[src/rtl/axi3_wr_arbiter_pkg.sv]
// Shared types and constants for the AXI3 write arbiter.
package axi3_arb_pkg;

    localparam int ID_W  = 3;
    localparam int LEN_W = 4;

    localparam logic [1:0] OKAY   = 2'b00;
    localparam logic [1:0] SLVERR = 2'b10;
    localparam logic [1:0] DECERR = 2'b11;

    typedef enum logic [1:0] {
        ST_IDLE,
        ST_ADDR,
        ST_DATA,
        ST_RESP
    } arb_state_e;

    // Next round-robin pointer: one past the last grant, wrapping at n-1.
    function automatic logic [ID_W-1:0] wrap_inc(input logic [ID_W-1:0] idx,
                                                 input int unsigned     n);
        return ((32'(idx) + 32'd1) >= n) ? '0 : idx + ID_W'(1);
    endfunction

endpackage

[src/rtl/axi3_wr_arbiter_rr.sv]
// Rotating-priority grant: first asserted request at or after ptr, wrapping.
module axi3_rr_arbiter
    import axi3_arb_pkg::*;
#(
    parameter int NUM_REQ = 4
)
(
    input  logic [NUM_REQ-1:0] req,
    input  logic [ID_W-1:0]    ptr,
    output logic               gnt_vld,
    output logic [ID_W-1:0]    gnt_idx
);

    localparam logic [31:0] N_U = 32'(NUM_REQ);

    logic [2*NUM_REQ-1:0] req_dbl;
    logic [NUM_REQ-1:0]   req_rot;
    logic [31:0]          sel;

    always_comb begin
        req_dbl = {req, req};
        req_rot = NUM_REQ'(req_dbl >> ptr);
        gnt_vld = 1'b0;
        gnt_idx = '0;
        sel     = '0;
        for (int unsigned k = 0; k < NUM_REQ; k++) begin
            if (!gnt_vld && req_rot[k]) begin
                gnt_vld = 1'b1;
                sel     = 32'(ptr) + k;
                if (sel >= N_U) begin
                    sel = sel - N_U;
                end
                gnt_idx = ID_W'(sel);
            end
        end
    end

endmodule

[src/rtl/axi3_wr_arbiter.sv]
// Round-robin arbiter funnelling NUM_REQ write requesters onto one AXI3 write port.
// Optional response watchdog enabled by defining AXI3_ARB_TIMEOUT_EN.
module axi3_wr_arbiter
    import axi3_arb_pkg::*;
#(
    parameter int NUM_REQ        = 4,
    parameter int ADDR_W         = 32,
    parameter int DATA_W         = 32,
    parameter int TIMEOUT_CYCLES = 1024
)
(
    input  logic                      ACLK,
    input  logic                      ARESETn,
    input  logic [NUM_REQ-1:0]        s_awvalid,
    output logic [NUM_REQ-1:0]        s_awready,
    input  logic [NUM_REQ*ADDR_W-1:0] s_awaddr,
    input  logic [NUM_REQ*4-1:0]      s_awlen,
    input  logic [NUM_REQ-1:0]        s_wvalid,
    output logic [NUM_REQ-1:0]        s_wready,
    input  logic [NUM_REQ*DATA_W-1:0] s_wdata,
    output logic [NUM_REQ-1:0]        s_bvalid,
    output logic [1:0]                s_bresp,
    output logic                      AWVALID,
    input  logic                      AWREADY,
    output logic [2:0]                AWID,
    output logic [ADDR_W-1:0]         AWADDR,
    output logic [3:0]                AWLEN,
    output logic                      WVALID,
    input  logic                      WREADY,
    output logic [2:0]                WID,
    output logic [DATA_W-1:0]         WDATA,
    output logic                      WLAST,
    input  logic                      BVALID,
    output logic                      BREADY,
    input  logic [2:0]                BID,
    input  logic [1:0]                BRESP
);

    arb_state_e           state_q, state_d;
    logic [ID_W-1:0]      gnt_q, gnt_d;
    logic [ID_W-1:0]      rr_ptr_q, rr_ptr_d;
    logic [LEN_W-1:0]     beat_q, beat_d;
    logic [NUM_REQ-1:0]   s_awready_q, s_awready_d;
    logic [NUM_REQ-1:0]   s_bvalid_q, s_bvalid_d;
    logic [1:0]           s_bresp_q, s_bresp_d;
    logic                 awvalid_q, awvalid_d;
    logic [ADDR_W-1:0]    awaddr_q, awaddr_d;
    logic [LEN_W-1:0]     awlen_q, awlen_d;
    logic                 bready_q, bready_d;

    logic                 arb_vld;
    logic [ID_W-1:0]      arb_idx;
    logic                 w_hs;

`ifdef AXI3_ARB_TIMEOUT_EN
    localparam int TMR_W = $clog2(TIMEOUT_CYCLES) + 1;
    logic [TMR_W-1:0]     timer_q, timer_d;
`endif

    axi3_rr_arbiter #(
        .NUM_REQ (NUM_REQ)
    ) u_rr (
        .req     (s_awvalid),
        .ptr     (rr_ptr_q),
        .gnt_vld (arb_vld),
        .gnt_idx (arb_idx)
    );

    // Write-data channel is a combinational pass-through of the granted requester.
    always_comb begin
        WVALID   = 1'b0;
        WDATA    = '0;
        s_wready = '0;
        if (state_q == ST_DATA) begin
            for (int unsigned i = 0; i < NUM_REQ; i++) begin
                if (gnt_q == ID_W'(i)) begin
                    WVALID      = s_wvalid[i];
                    WDATA       = s_wdata[i*DATA_W +: DATA_W];
                    s_wready[i] = WREADY;
                end
            end
        end
        WLAST = (state_q == ST_DATA) && (beat_q == awlen_q);
        w_hs  = WVALID && WREADY;
    end

    always_comb begin
        state_d     = state_q;
        gnt_d       = gnt_q;
        rr_ptr_d    = rr_ptr_q;
        beat_d      = beat_q;
        s_awready_d = '0;
        s_bvalid_d  = '0;
        s_bresp_d   = OKAY;
        awvalid_d   = awvalid_q;
        awaddr_d    = awaddr_q;
        awlen_d     = awlen_q;
        bready_d    = bready_q;

        unique case (state_q)
            ST_IDLE: begin
                if (arb_vld) begin
                    gnt_d     = arb_idx;
                    awvalid_d = 1'b1;
                    beat_d    = '0;
                    state_d   = ST_ADDR;
                    for (int unsigned i = 0; i < NUM_REQ; i++) begin
                        if (arb_idx == ID_W'(i)) begin
                            s_awready_d[i] = 1'b1;
                            awaddr_d       = s_awaddr[i*ADDR_W +: ADDR_W];
                            awlen_d        = s_awlen[i*LEN_W +: LEN_W];
                        end
                    end
                end
            end
            ST_ADDR: begin
                if (AWREADY) begin
                    awvalid_d = 1'b0;
                    state_d   = ST_DATA;
                end
            end
            ST_DATA: begin
                if (w_hs) begin
                    if (beat_q == awlen_q) begin
                        beat_d   = '0;
                        bready_d = 1'b1;
                        state_d  = ST_RESP;
                    end else begin
                        beat_d = beat_q + 1'b1;
                    end
                end
            end
            ST_RESP: begin
                if (BVALID) begin
                    for (int unsigned i = 0; i < NUM_REQ; i++) begin
                        s_bvalid_d[i] = (gnt_q == ID_W'(i));
                    end
                    s_bresp_d = (BID == gnt_q) ? BRESP : SLVERR;
                    bready_d  = 1'b0;
                    rr_ptr_d  = wrap_inc(gnt_q, NUM_REQ);
                    state_d   = ST_IDLE;
                end
            end
            default: state_d = ST_IDLE;
        endcase

`ifdef AXI3_ARB_TIMEOUT_EN
        // Timer restarts on every state change; normal progress wins over expiry.
        timer_d = '0;
        if ((state_q != ST_IDLE) && (state_d == state_q)) begin
            if (timer_q == TMR_W'(TIMEOUT_CYCLES - 1)) begin
                for (int unsigned i = 0; i < NUM_REQ; i++) begin
                    s_bvalid_d[i] = (gnt_q == ID_W'(i));
                end
                s_bresp_d = DECERR;
                awvalid_d = 1'b0;
                bready_d  = 1'b0;
                beat_d    = '0;
                rr_ptr_d  = wrap_inc(gnt_q, NUM_REQ);
                state_d   = ST_IDLE;
            end else begin
                timer_d = timer_q + 1'b1;
            end
        end
`endif
    end

    always_ff @(posedge ACLK) begin
        if (!ARESETn) begin
            state_q     <= ST_IDLE;
            gnt_q       <= '0;
            rr_ptr_q    <= '0;
            beat_q      <= '0;
            s_awready_q <= '0;
            s_bvalid_q  <= '0;
            s_bresp_q   <= '0;
            awvalid_q   <= 1'b0;
            awaddr_q    <= '0;
            awlen_q     <= '0;
            bready_q    <= 1'b0;
`ifdef AXI3_ARB_TIMEOUT_EN
            timer_q     <= '0;
`endif
        end else begin
            state_q     <= state_d;
            gnt_q       <= gnt_d;
            rr_ptr_q    <= rr_ptr_d;
            beat_q      <= beat_d;
            s_awready_q <= s_awready_d;
            s_bvalid_q  <= s_bvalid_d;
            s_bresp_q   <= s_bresp_d;
            awvalid_q   <= awvalid_d;
            awaddr_q    <= awaddr_d;
            awlen_q     <= awlen_d;
            bready_q    <= bready_d;
`ifdef AXI3_ARB_TIMEOUT_EN
            timer_q     <= timer_d;
`endif
        end
    end

    assign s_awready = s_awready_q;
    assign s_bvalid  = s_bvalid_q;
    assign s_bresp   = s_bresp_q;
    assign AWVALID   = awvalid_q;
    assign AWID      = gnt_q;
    assign AWADDR    = awaddr_q;
    assign AWLEN     = awlen_q;
    assign WID       = gnt_q;
    assign BREADY    = bready_q;

endmodule

[config.mk]
export PLATFORM = sky130hd
export DESIGN_NAME = axi3_wr_arbiter
export DESIGN_NICKNAME = d
export VERILOG_FILES = /design/src/rtl/axi3_wr_arbiter_pkg.sv /design/src/rtl/axi3_wr_arbiter_rr.sv /design/src/rtl/axi3_wr_arbiter.sv
export SDC_FILE = /design/constraint.sdc
export NUM_CORES = 1
export LEC_CHECK = 0
export CAP_MARGIN = 40
export CORE_AREA = 2 2 150 152
export DETAILED_ROUTE_END_ITERATION = 7
export DIE_AREA = 0 0 152 154
export PLACE_DENSITY = 0.65
export SYNTH_ARGS = -nofsm -noshare
export SYNTH_HDL_FRONTEND = slang
export SYNTH_SLANG_ARGS = --single-unit
[constraint.sdc]
create_clock -name ACLK -period 4.2 [get_ports ACLK]
set_input_delay 0.63 -clock ACLK [delete_from_list [all_inputs] [get_ports ACLK]]
set_output_delay 0.63 -clock ACLK [all_outputs]
set_load 0.01 [all_outputs]
==> results.json <==
{
  "drv_cap": 0,
  "switchingPower_mw": 1.97,
  "dpl.hpwl_mm": 22.1,
  "multi_input_area_mm2": 0.00459,
  "drcViolationCount": 0,
  "worstSetupEndpointType": "output port",
  "holdBufCountCts": 0,
  "crit_type": "reg2out",
  "seq_area_frac_synth": 0.190,
  "r2r_cells": 7,
  "ant_nets": 0,
  "synth_cell_types": 61,
  "synth_top_area_frac": 0.190,
  "ios": 382,
  "post_cts_buffers": 0,
  "setup_tns_ns": 0,
  "max_stage_delay_ns": 0.54,
  "syn_area_mm2": 0.00633,
  "numCtsBuffers": 9,
  "core.rowCount": 54,
  "reg2reg_slack_ns": 0.98,
  "gp_congestion": 0.905,
  "critPathRequiredTime_ns": 3.57,
  "drtPass1Iterations": 7,
  "die_w_um": 152,
  "cp_cell_sequence": "inv_1 > ha_1 > nor2_2 > buf_4 > a22oi_1 > a211oi_1 > a21oi_1 > nor2_1 > clkdlybuf4s50_1",
  "p_int_mw": 2.67,
  "ys_warn_count": 0,
  "fin_cells": 1416,
  "yosys-top-cells-count": "nor2_1, a21oi_1, mux2i_1, o2111ai_1, dfxtp_1",
  "comb_power_share": 0.642,
  "setup_violations": 0,
  "syn-num-nets": 1107,
  "cp_max_fo": 32,
  "clkTransAtPathRegs_ns": 0.06,
  "outcome": "complete, no violations",
  "core-area_mm2": 0.0217,
  "placed_cell_area_mm2": 0.0103,
  "hold_class": "reg2reg",
  "synth_seq_cells": 60,
  "synth_most_common_cell": "nor2_1",
  "via_count": 8142,
  "dieArea_mm2": 0.0234,
  "tritoncts": "built",
  "yosysTopAreaCell": "dfxtp_1",
  "die_height_um": 154,
  "timing.rr.end": "AWLEN[1]",
  "initial_core_util": 0.292,
  "rr_startpoint": "rr_ptr_q[0]",
  "num-nets-final": 1425,
  "dpl.cell_count": 1393,
  "slew-limit-headroom": 0.431,
  "synth-async-reset-ratio": 0,
  "clock_latency_ns": 0.34,
  "cts.path.max_buffers": 2,
  "drive_gt1_frac": 0.0576,
  "irDropWorstVdd_mv": 0.195,
  "ys.flop_type": "dfxtp_1",
  "final.min_clock_period_ns": 3.66,
  "pwr-share-clk": 0.170,
  "drtIter0Drc": 529,
  "grt.total_usage": 0.246,
  "antenna_found_initial": 7,
  "whs_ns": 0.458,
  "cts_root_buffer": "clkbuf_16",
  "final_hold_viol_count": 0,
  "max_freq_mhz": 273,
  "worstPathArrival_ns": 3.03,
  "rsz0062_at_grt": "false",
  "synth_area_per_cell_um2": 7.86,
  "regArea_mm2": 0.00120,
  "clock_skew_ns": 0.00939,
  "postSynthCellCount": 806,
  "numClockSinks": 60,
  "gr-total-overflow": 0,
  "grt_pass1_wl_mm": 45.8,
  "worst_pin_slew_ns": 0.852,
  "power_density_mw_per_mm2": 438,
  "power.share.switching": 0.425,
  "wl_per_cell_um": 21.5,
  "area_growth_pct": 67.6,
  "synth-edff-count": 0,
  "crit_start": "AWID[1]",
  "final_cell_area_mm2": 0.0106,
  "finalMaxSlewViolations": 0,
  "power_mw": 4.65,
  "period_share": 0.871,
  "cts_max_level": 3,
  "grt_pass1_vias": 7922,
  "crit_slowest_cell": "clkdlybuf4s50_1",
  "postRouteWirelength_mm": 30.5,
  "fillers": 2095,
  "cts_resized": 0,
  "portBuffers": 381,
  "worstSetupEndpoint": "WDATA[30]",
  "via_per_inst": 5.75,
  "p_seq_frac": 0.187,
  "grt_start_max_net_pins": 74,
  "synthTopCellsByArea": "dfxtp_1, mux2i_1, o2111ai_1",
  "startpoint_type": "flop",
  "p_leak_nw": 3.96
}
-- power groups by stage --
stage	logic, mW	clock network [mW]	registers, mW
floorplan	1.69	0	0.917
global placement	2.95	0	0.886
detailed placement	2.99	0	0.876
CTS	3.00	0.813	0.873
global route	3.25	0.837	0.893
finish	2.98	0.791	0.870
-- kinds of logic after synthesis --
family	synth area share
xor+xnor	0.00968
fa+ha+maj	0.0217
buf+inv	0.0887
mux	0.123
simple gates	0.133
flops	0.190
compound gates	0.434
-- layer usage --
metal	GRT usage	share of wire	up-vias
met2	0.428	0.49	391
met1	0.284	0.39	3851
met4	0.104	0.032	0
met3	0.0688	0.085	47
met5	0	0	-
li1	-	-	3853
-- worst min path at each step --
stage / cells after the start / start / to
after floorplan: 2 / state_q[1] / state_q[1]
after global placement: 2 / AWVALID / AWVALID
after detailed placement: 2 / AWVALID / AWVALID
after CTS: 2 / AWVALID / AWVALID
after global routing: 2 / AWVALID / AWVALID
final: 2 / AWVALID / AWVALID
-- layout make-up --
class	count	area share
clock inverter	7	0.00790
multi-input combinational	637	0.432
inverter	13	0.00472
timing repair buffer	403	0.386
sequential	60	0.113
clock buffer	9	0.0212
tap	280	0.0330
antenna	7	0.00165
-- cells in the final DEF, fill, tap and decap left out, drive strengths merged, types with 6 or more instances in the layout --
cell type      instances
clkdlybuf4s50        381
dfxtp                 60
nand2b                 6
a22o                  35
o21ai                  9
nor2                  89
inv                   14
o2111ai               71
diode                  7
a211oi                37
a22oi                 35
nand2                 54
a21oi                 74
mux2i                 72
o221ai                35
clkbuf                 9
buf                   22
ha                    11
o211ai                35
-- registers in the layout (all words and copies together) (netlist names), 2 cells and up --
signal,count
rr_ptr_q,3
AWID,3
s_bvalid,4
s_awready,4
AWADDR,32
AWLEN,4
state_q,2
beat_q,4
s_bresp,2
-- worst max-delay path: cells and delay by family (launching register included) --
kind,cells,cell delay (ns)
flip-flops,1,0.52
buffers and inverters,3,1.00
adder cells (fa/ha/maj),1,0.25
AND/OR/NAND/NOR,2,0.22
AO/OA/AOI/OAI,3,0.68
-- stage by stage --
stage / setup slack (ns) / util
floorplan: 1.61 / -
global placement: 0.817 / 0.472
detailed placement: 0.870 / 0.474
CTS: 0.534 / 0.489
global route: 0.391 / 0.489
finish: 0.543 / 0.489
No activity file was read; power rests on OpenSTA's default activity.
